--- config.mk ---
export PLATFORM = sky130hd
export DESIGN_NAME = dco_nco
export DESIGN_NICKNAME = d
export VERILOG_FILES = /design/src/rtl/dco_nco_pkg.sv /design/src/rtl/dco_nco_fb_divider.sv /design/src/rtl/dco_nco.sv
export SDC_FILE = /design/constraint.sdc
export NUM_CORES = 1
export LEC_CHECK = 0
export BUFFER_PORTS_ARGS = -buffer_cell sky130_fd_sc_hd__buf_2
export CORE_ASPECT_RATIO = 0.75
export CORE_MARGIN = 2
export CORE_UTILIZATION = 39
export CTS_CLUSTER_DIAMETER = 40
export DETAILED_ROUTE_END_ITERATION = 8
export MAX_ROUTING_LAYER = met4
export SLEW_MARGIN = 20
export SYNTH_ARGS = -nofsm -noshare
export SYNTH_HDL_FRONTEND = slang
export SYNTH_SLANG_ARGS = --single-unit
--- constraint.sdc ---
create_clock -name clk -period 5.9 [get_ports clk]
set_clock_uncertainty 0.2 [all_clocks]
set_input_delay 0.295 -clock clk [delete_from_list [all_inputs] [get_ports clk]]
set_output_delay 0.295 -clock clk [all_outputs]
set_load 0.02 [all_outputs]
--- src/rtl/dco_nco_pkg.sv ---
// Shared ADPLL definitions used by the loop filter and the DCO/NCO stage.
//   CTRL_W        : loop-filter control-word width
//   ACC_W_DEFAULT : default phase accumulator width
//   LFSR_W/TAPS   : 8-bit dither LFSR, polynomial x^8+x^6+x^5+x^4+1
//   lfsr_next()   : one Fibonacci LFSR step (shift toward MSB)
package dco_nco_pkg;

    localparam int unsigned CTRL_W        = 13;
    localparam int unsigned ACC_W_DEFAULT = 24;
    localparam int unsigned LFSR_W        = 8;
    // Tap bits 7,5,4,3 correspond to x^8, x^6, x^5, x^4.
    localparam logic [LFSR_W-1:0] LFSR_TAPS = 8'hB8;
    localparam logic [LFSR_W-1:0] LFSR_SEED = 8'h01;

    function automatic logic [LFSR_W-1:0] lfsr_next(input logic [LFSR_W-1:0] s);
        return {s[LFSR_W-2:0], ^(s & LFSR_TAPS)};
    endfunction

endpackage

--- src/rtl/dco_nco_fb_divider.sv ---
// Feedback clock divider: toggles fb_clk every DIV_N/2 tick pulses, giving a
// clock at the tick source's frequency divided by DIV_N.
//   clk    in  system clock
//   rst    in  asynchronous active-high reset
//   tick   in  one-cycle event pulse (accumulator carry)
//   fb_clk out divided clock, registered
module dco_nco_fb_divider #(
    parameter int unsigned DIV_N = 8
) (
    input  logic clk,
    input  logic rst,
    input  logic tick,
    output logic fb_clk
);

    localparam int unsigned HALF  = DIV_N / 2;
    localparam int unsigned CNT_W = (HALF > 1) ? $clog2(HALF) : 1;

    if (DIV_N < 2 || (DIV_N % 2) != 0) begin : g_bad_div_n
        $error("DIV_N must be even and at least 2");
    end

    logic [CNT_W-1:0] half_cnt_q, half_cnt_d;
    logic             fb_clk_d;
    logic             terminal;

    always_comb begin
        half_cnt_d = half_cnt_q;
        fb_clk_d   = fb_clk;
        terminal   = (half_cnt_q == CNT_W'(HALF - 1));
        if (tick) begin
            if (terminal) begin
                half_cnt_d = '0;
                fb_clk_d   = ~fb_clk;
            end else begin
                half_cnt_d = half_cnt_q + 1'b1;
            end
        end
    end

    always_ff @(posedge clk or posedge rst) begin
        if (rst) begin
            half_cnt_q <= '0;
            fb_clk     <= 1'b0;
        end else begin
            half_cnt_q <= half_cnt_d;
            fb_clk     <= fb_clk_d;
        end
    end

endmodule

--- src/rtl/dco_nco.sv ---
// Numerically controlled oscillator (DCO stage of the ADPLL).
// Stage 1 turns the signed loop-filter word into a clamped FCW around
// FCW_CENTER; stage 2 accumulates it, the accumulator MSB being the recovered
// clock. A divide-by-DIV_N feedback clock is derived from accumulator carries.
// Optional feature macro: DCO_DITHER_EN adds LFSR dither at the accumulator
// input only (fcw_q and the saturation flags stay undithered).
//   clk     in  system clock
//   rst     in  asynchronous active-high reset
//   en      in  accumulator enable
//   k_in    in  signed control word from the loop filter
//   fcw_q   out registered, clamped FCW
//   sat_hi  out fcw_q clamped at FCW_MAX
//   sat_lo  out fcw_q clamped at FCW_MIN
//   dco_out out accumulator MSB
//   wrap    out one-cycle pulse on accumulator carry-out
//   fb_clk  out dco_out frequency divided by DIV_N
module dco_nco
    import dco_nco_pkg::*;
#(
    parameter int unsigned      ACC_W      = ACC_W_DEFAULT,
    parameter logic [ACC_W-1:0] FCW_CENTER = 24'h100000,
    parameter int unsigned      K_SHIFT    = 4,
    parameter logic [ACC_W-1:0] FCW_MIN    = 24'h010000,
    parameter logic [ACC_W-1:0] FCW_MAX    = 24'h200000,
    parameter int unsigned      DIV_N      = 8,
    parameter int unsigned      DITHER_W   = 4
) (
    input  logic                     clk,
    input  logic                     rst,
    input  logic                     en,
    input  logic signed [CTRL_W-1:0] k_in,
    output logic [ACC_W-1:0]         fcw_q,
    output logic                     sat_hi,
    output logic                     sat_lo,
    output logic                     dco_out,
    output logic                     wrap,
    output logic                     fb_clk
);

    // Two guard bits keep the sum free of overflow for any legal k_in and shift.
    localparam int unsigned SUM_W = ACC_W + 2;

    if (DITHER_W < 1 || DITHER_W > LFSR_W) begin : g_bad_dither_w
        $error("DITHER_W must be in 1..LFSR_W");
    end

    // ---------------- Stage 1: FCW with clamp ----------------
    logic signed [SUM_W-1:0] k_ext;
    logic signed [SUM_W-1:0] sum;
    logic signed [SUM_W-1:0] max_s;
    logic signed [SUM_W-1:0] min_s;
    logic [ACC_W-1:0]        fcw_d;
    logic                    sat_hi_d;
    logic                    sat_lo_d;

    always_comb begin
        k_ext    = {{(SUM_W - CTRL_W){k_in[CTRL_W-1]}}, k_in};
        max_s    = {2'b00, FCW_MAX};
        min_s    = {2'b00, FCW_MIN};
        sum      = $signed({2'b00, FCW_CENTER}) + (k_ext <<< K_SHIFT);
        fcw_d    = sum[ACC_W-1:0];
        sat_hi_d = 1'b0;
        sat_lo_d = 1'b0;
        if (sum > max_s) begin
            fcw_d    = FCW_MAX;
            sat_hi_d = 1'b1;
        end else if (sum < min_s) begin
            fcw_d    = FCW_MIN;
            sat_lo_d = 1'b1;
        end
    end

    always_ff @(posedge clk or posedge rst) begin
        if (rst) begin
            fcw_q  <= FCW_CENTER;
            sat_hi <= 1'b0;
            sat_lo <= 1'b0;
        end else begin
            fcw_q  <= fcw_d;
            sat_hi <= sat_hi_d;
            sat_lo <= sat_lo_d;
        end
    end

    // ---------------- Stage 2: phase accumulator ----------------
    logic [ACC_W-1:0] acc_q;
    logic [ACC_W-1:0] acc_in;
    logic [ACC_W:0]   acc_sum;
    logic             wrap_d;

`ifdef DCO_DITHER_EN
    logic [LFSR_W-1:0] lfsr_q;

    always_ff @(posedge clk or posedge rst) begin
        if (rst) begin
            lfsr_q <= LFSR_SEED;
        end else if (en) begin
            lfsr_q <= lfsr_next(lfsr_q);
        end
    end

    assign acc_in = fcw_q + ACC_W'(lfsr_q[DITHER_W-1:0]);
`else
    assign acc_in = fcw_q;
`endif

    assign acc_sum = {1'b0, acc_q} + {1'b0, acc_in};
    // Carry only counts when the accumulator actually advances.
    assign wrap_d  = en & acc_sum[ACC_W];

    always_ff @(posedge clk or posedge rst) begin
        if (rst) begin
            acc_q   <= '0;
            dco_out <= 1'b0;
            wrap    <= 1'b0;
        end else begin
            wrap <= wrap_d;
            if (en) begin
                acc_q   <= acc_sum[ACC_W-1:0];
                dco_out <= acc_sum[ACC_W-1];
            end
        end
    end

    // Driven by the unregistered carry so fb_clk toggles in the same cycle as wrap.
    dco_nco_fb_divider #(
        .DIV_N (DIV_N)
    ) u_fb_divider (
        .clk    (clk),
        .rst    (rst),
        .tick   (wrap_d),
        .fb_clk (fb_clk)
    );

endmodule

==> impl_metrics.ini <==
[final_layout]
fin_cells = 331
diodes = 0
finalInstanceArea_mm2 = 0.00270
drive_above_1_share = 0.254
nNetsFinal = 290
area_growth_pct = 22.1

[power_and_ir_drop]
combPwrFrac = 0.504
p_clk_frac = 0.203
p_leak_uw = 0.00127
p_seq_frac = 0.293
internal_power_uw = 848
ir_drop_mv = 0.185
netSwitchingFraction = 0.378
power_density_mw_per_mm2 = 506
p_sw_uw = 515

[synthesis]
ys_warn_count = 0
synth_ff_type = dfrtp_1
synth_seq_area_share = 0.431
avgSynthCellArea_um2 = 10.8
yosysUniqueCellTypes = 41
ys_ff_latch = 38
async_flop_share = 1.00
syn_area_mm2 = 0.00221
synth_edf_count = 0
synth_cells = 205

[sta]
final-hold-violation-count = 0
fmax_mhz = 372
min_period_over_period = 0.455
grt_setup_unrepaired = false
period_minus_slack_ns = 2.68
slew_violations = 0
slew_headroom = 0.651
tightest_slew_ns = 0.519
final-setup-viol-count = 0
setup_tns_ns = 0

[clock_network]
cts_max_level = 2
clkLatencyLatePin_ns = 0.30
cts_buffers = 5
root_buffer = clkbuf_8
cts_tree = yes
cts.sinks = 38
cts_resized = 0
cts.clk_slew.worst_paths_ns = 0.08
clockBufferDepth = 2

[critical_path]
startpoint_type = flip-flop
cp.required_ns = 5.89
worstSetupPathType = flip-flop to flip-flop
critPathCaptureType = flip-flop
cp.arrival_ns = 2.68
cp_max_fo = 3

[die]
dieArea_mm2 = 0.00629
io_pins = 45
start_util = 0.408
fp.dieW_um = 90.9
core_area_mm2 = 0.00541
fp.dieH_um = 69.2
std_cell_rows = 23

[route]
drt_iter0_drc = 63
drt-total-wl_mm = 4.39
wire_per_inst_um = 13.3
antenna_left = 0
via_per_inst = 5.08
vias = 1681
drc = 0
dr.pass1.iters = 4

[placed_design]
placed_area_mm2 = 0.00241
dp_hpwl_mm = 3.19
dp.cells = 309
port-buffer-count = 35
place.gp.congestion = 0.834

[global_route]
met3_usage = 0.0565
grt_pass1_vias = 1635
grt_pass1_wl_mm = 7.60
antenna_found_initial = 0
grt_start_max_net_pins = 39
grt_busiest_layer = met2
use_met1 = 0.216
grt_util_all_layers = 0.157
grt_overflow = 0
grtUsageMet2 = 0.220

[outcome]
outcome = finished clean

[job]
maxCapViolations = 0

[worst_hold_path]
min_path_type = flip-flop to flip-flop
cell type report:
class                      count  area [um^2]
fill                         528         2710
multi-input combinational    155         1170
sequential                    38          952
timing repair buffer          50          323
tap                           75         93.8
clock buffer                   6         82.6
clock inverter                 2         60.1
inverter                       5         18.8
cells in the mapped netlist, types with 3 or more instances:
library cell / count / area [um^2]
o21a_1: 3 / 22.5
a21o_1: 4 / 30.0
ha_1: 18 / 225
a21o_2: 3 / 26.3
o21ai_0: 8 / 40.0
nand3_1: 3 / 15.0
inv_1: 5 / 18.8
a31oi_1: 3 / 18.8
nand2_1: 6 / 22.5
dfrtp_1: 37 / 926
xor2_1: 8 / 70.1
a21oi_1: 21 / 105
clkbuf_1: 3 / 11.3
nor2_1: 12 / 45.0
o211ai_1: 3 / 22.5
buf_4: 12 / 90.1
xnor2_1: 9 / 78.8
and3_1: 4 / 25.0
mux2_2: 12 / 135
cells by family after synthesis:
group                      Yosys count  share of synthesized area
AOI/OAI and AO/OA                   63                      0.195
xor gates and xnor gates            17                     0.0674
adders and majority gates           19                      0.111
buffers and inverters               20                     0.0544
DFF                                 38                      0.431
muxes                               12                     0.0612
other                                1                    0.00170
and+or+nand+nor                     35                     0.0782
power groups by stage:
stage | Combinational, uW | Clock (uW) | Sequential [uW]
2_1_floorplan | 545 | 0 | 406
3_3_place_gp | 667 | 0 | 403
3_5_place_dp | 677 | 0 | 406
4_1_cts | 691 | 284 | 402
5_1_grt | 777 | 297 | 414
6_report | 687 | 276 | 400
timing repair:
action	CTS	global route
buffers inserted	0	0
hold buffers	14	0
hold endpoints to repair	51	0
endpoints found under the setup margin	0	0
placed cells by master (no fill, tap or decap), types with 3 or more instances in the layout:
cell / n
ha_1: 18
conb_1: 9
o21a_1: 3
a31oi_1: 3
a21o_2: 3
o211ai_1: 3
mux2_2: 12
xnor2_1: 9
a21o_1: 4
buf_2: 35
xor2_1: 8
and3_1: 4
nand2_1: 6
a21oi_1: 21
clkbuf_8: 6
o21ai_0: 8
inv_1: 5
dfrtp_1: 37
nor2_1: 12
dlygate4sd3_1: 14
nand3_1: 3
registers in the layout, indices dropped and copies added, names as in the netlist:
name                     count
u_fb_divider.fb_clk          1
dco_out                      1
wrap                         1
u_fb_divider.half_cnt_q      2
fcw_q                       14
acc_q                       19
stage by stage:
step                setup slack, ns  hold WS, ns  power, uW  utilization
detailed placement             3.22        0.204       1080        0.446
floorplan                      3.26        0.121        951            -
CTS                            3.18        0.269       1380        0.498
finish                         3.22        0.266       1360        0.498
global route                   3.01        0.297       1490        0.498
global placement               3.25        0.204       1070        0.446
per-layer routing:
layer | share of wire | routed length (um)
met5 | 0 | 0
met4 | 0.0098 | 43
met1 | 0.51 | 2240
met3 | 0.057 | 250
met2 | 0.42 | 1860
critical path, stage by stage, from the launching register on:
cell	delay, ns
dfrtp_1	0.38
ha_1	0.24
fa_1	0.40
a21o_2	0.22
a311oi_1	0.39
nor3b_1	0.11
o211ai_1	0.24
a211oi_1	0.11
a221o_1	0.27
final timing paths:
| path | depth (start not counted) | end | startpoint | slack (ns) |
|---|---|---|---|---|
| max in group asynchronous | 4 | fcw_q[20]$_DFF_PP1_ | rst | 4.70 |
| min reg2reg | 1 | u_fb_divider.fb_clk$_DFFE_PP0P_ | u_fb_divider.fb_clk$_DFFE_PP0P_ | 0.27 |
| min | 1 | u_fb_divider.fb_clk$_DFFE_PP0P_ | u_fb_divider.fb_clk$_DFFE_PP0P_ | 0.27 |
| max reg2reg | 8 | acc_q[16]$_DFFE_PP0P_ | fcw_q[4]$_DFF_PP0_ | 3.22 |
| min in group asynchronous | 4 | fcw_q[9]$_DFF_PP0_ | rst | 0.45 |
| max | 8 | acc_q[16]$_DFFE_PP0P_ | fcw_q[4]$_DFF_PP0_ | 3.22 |
Note: power is estimated with default switching activity, not from simulation.
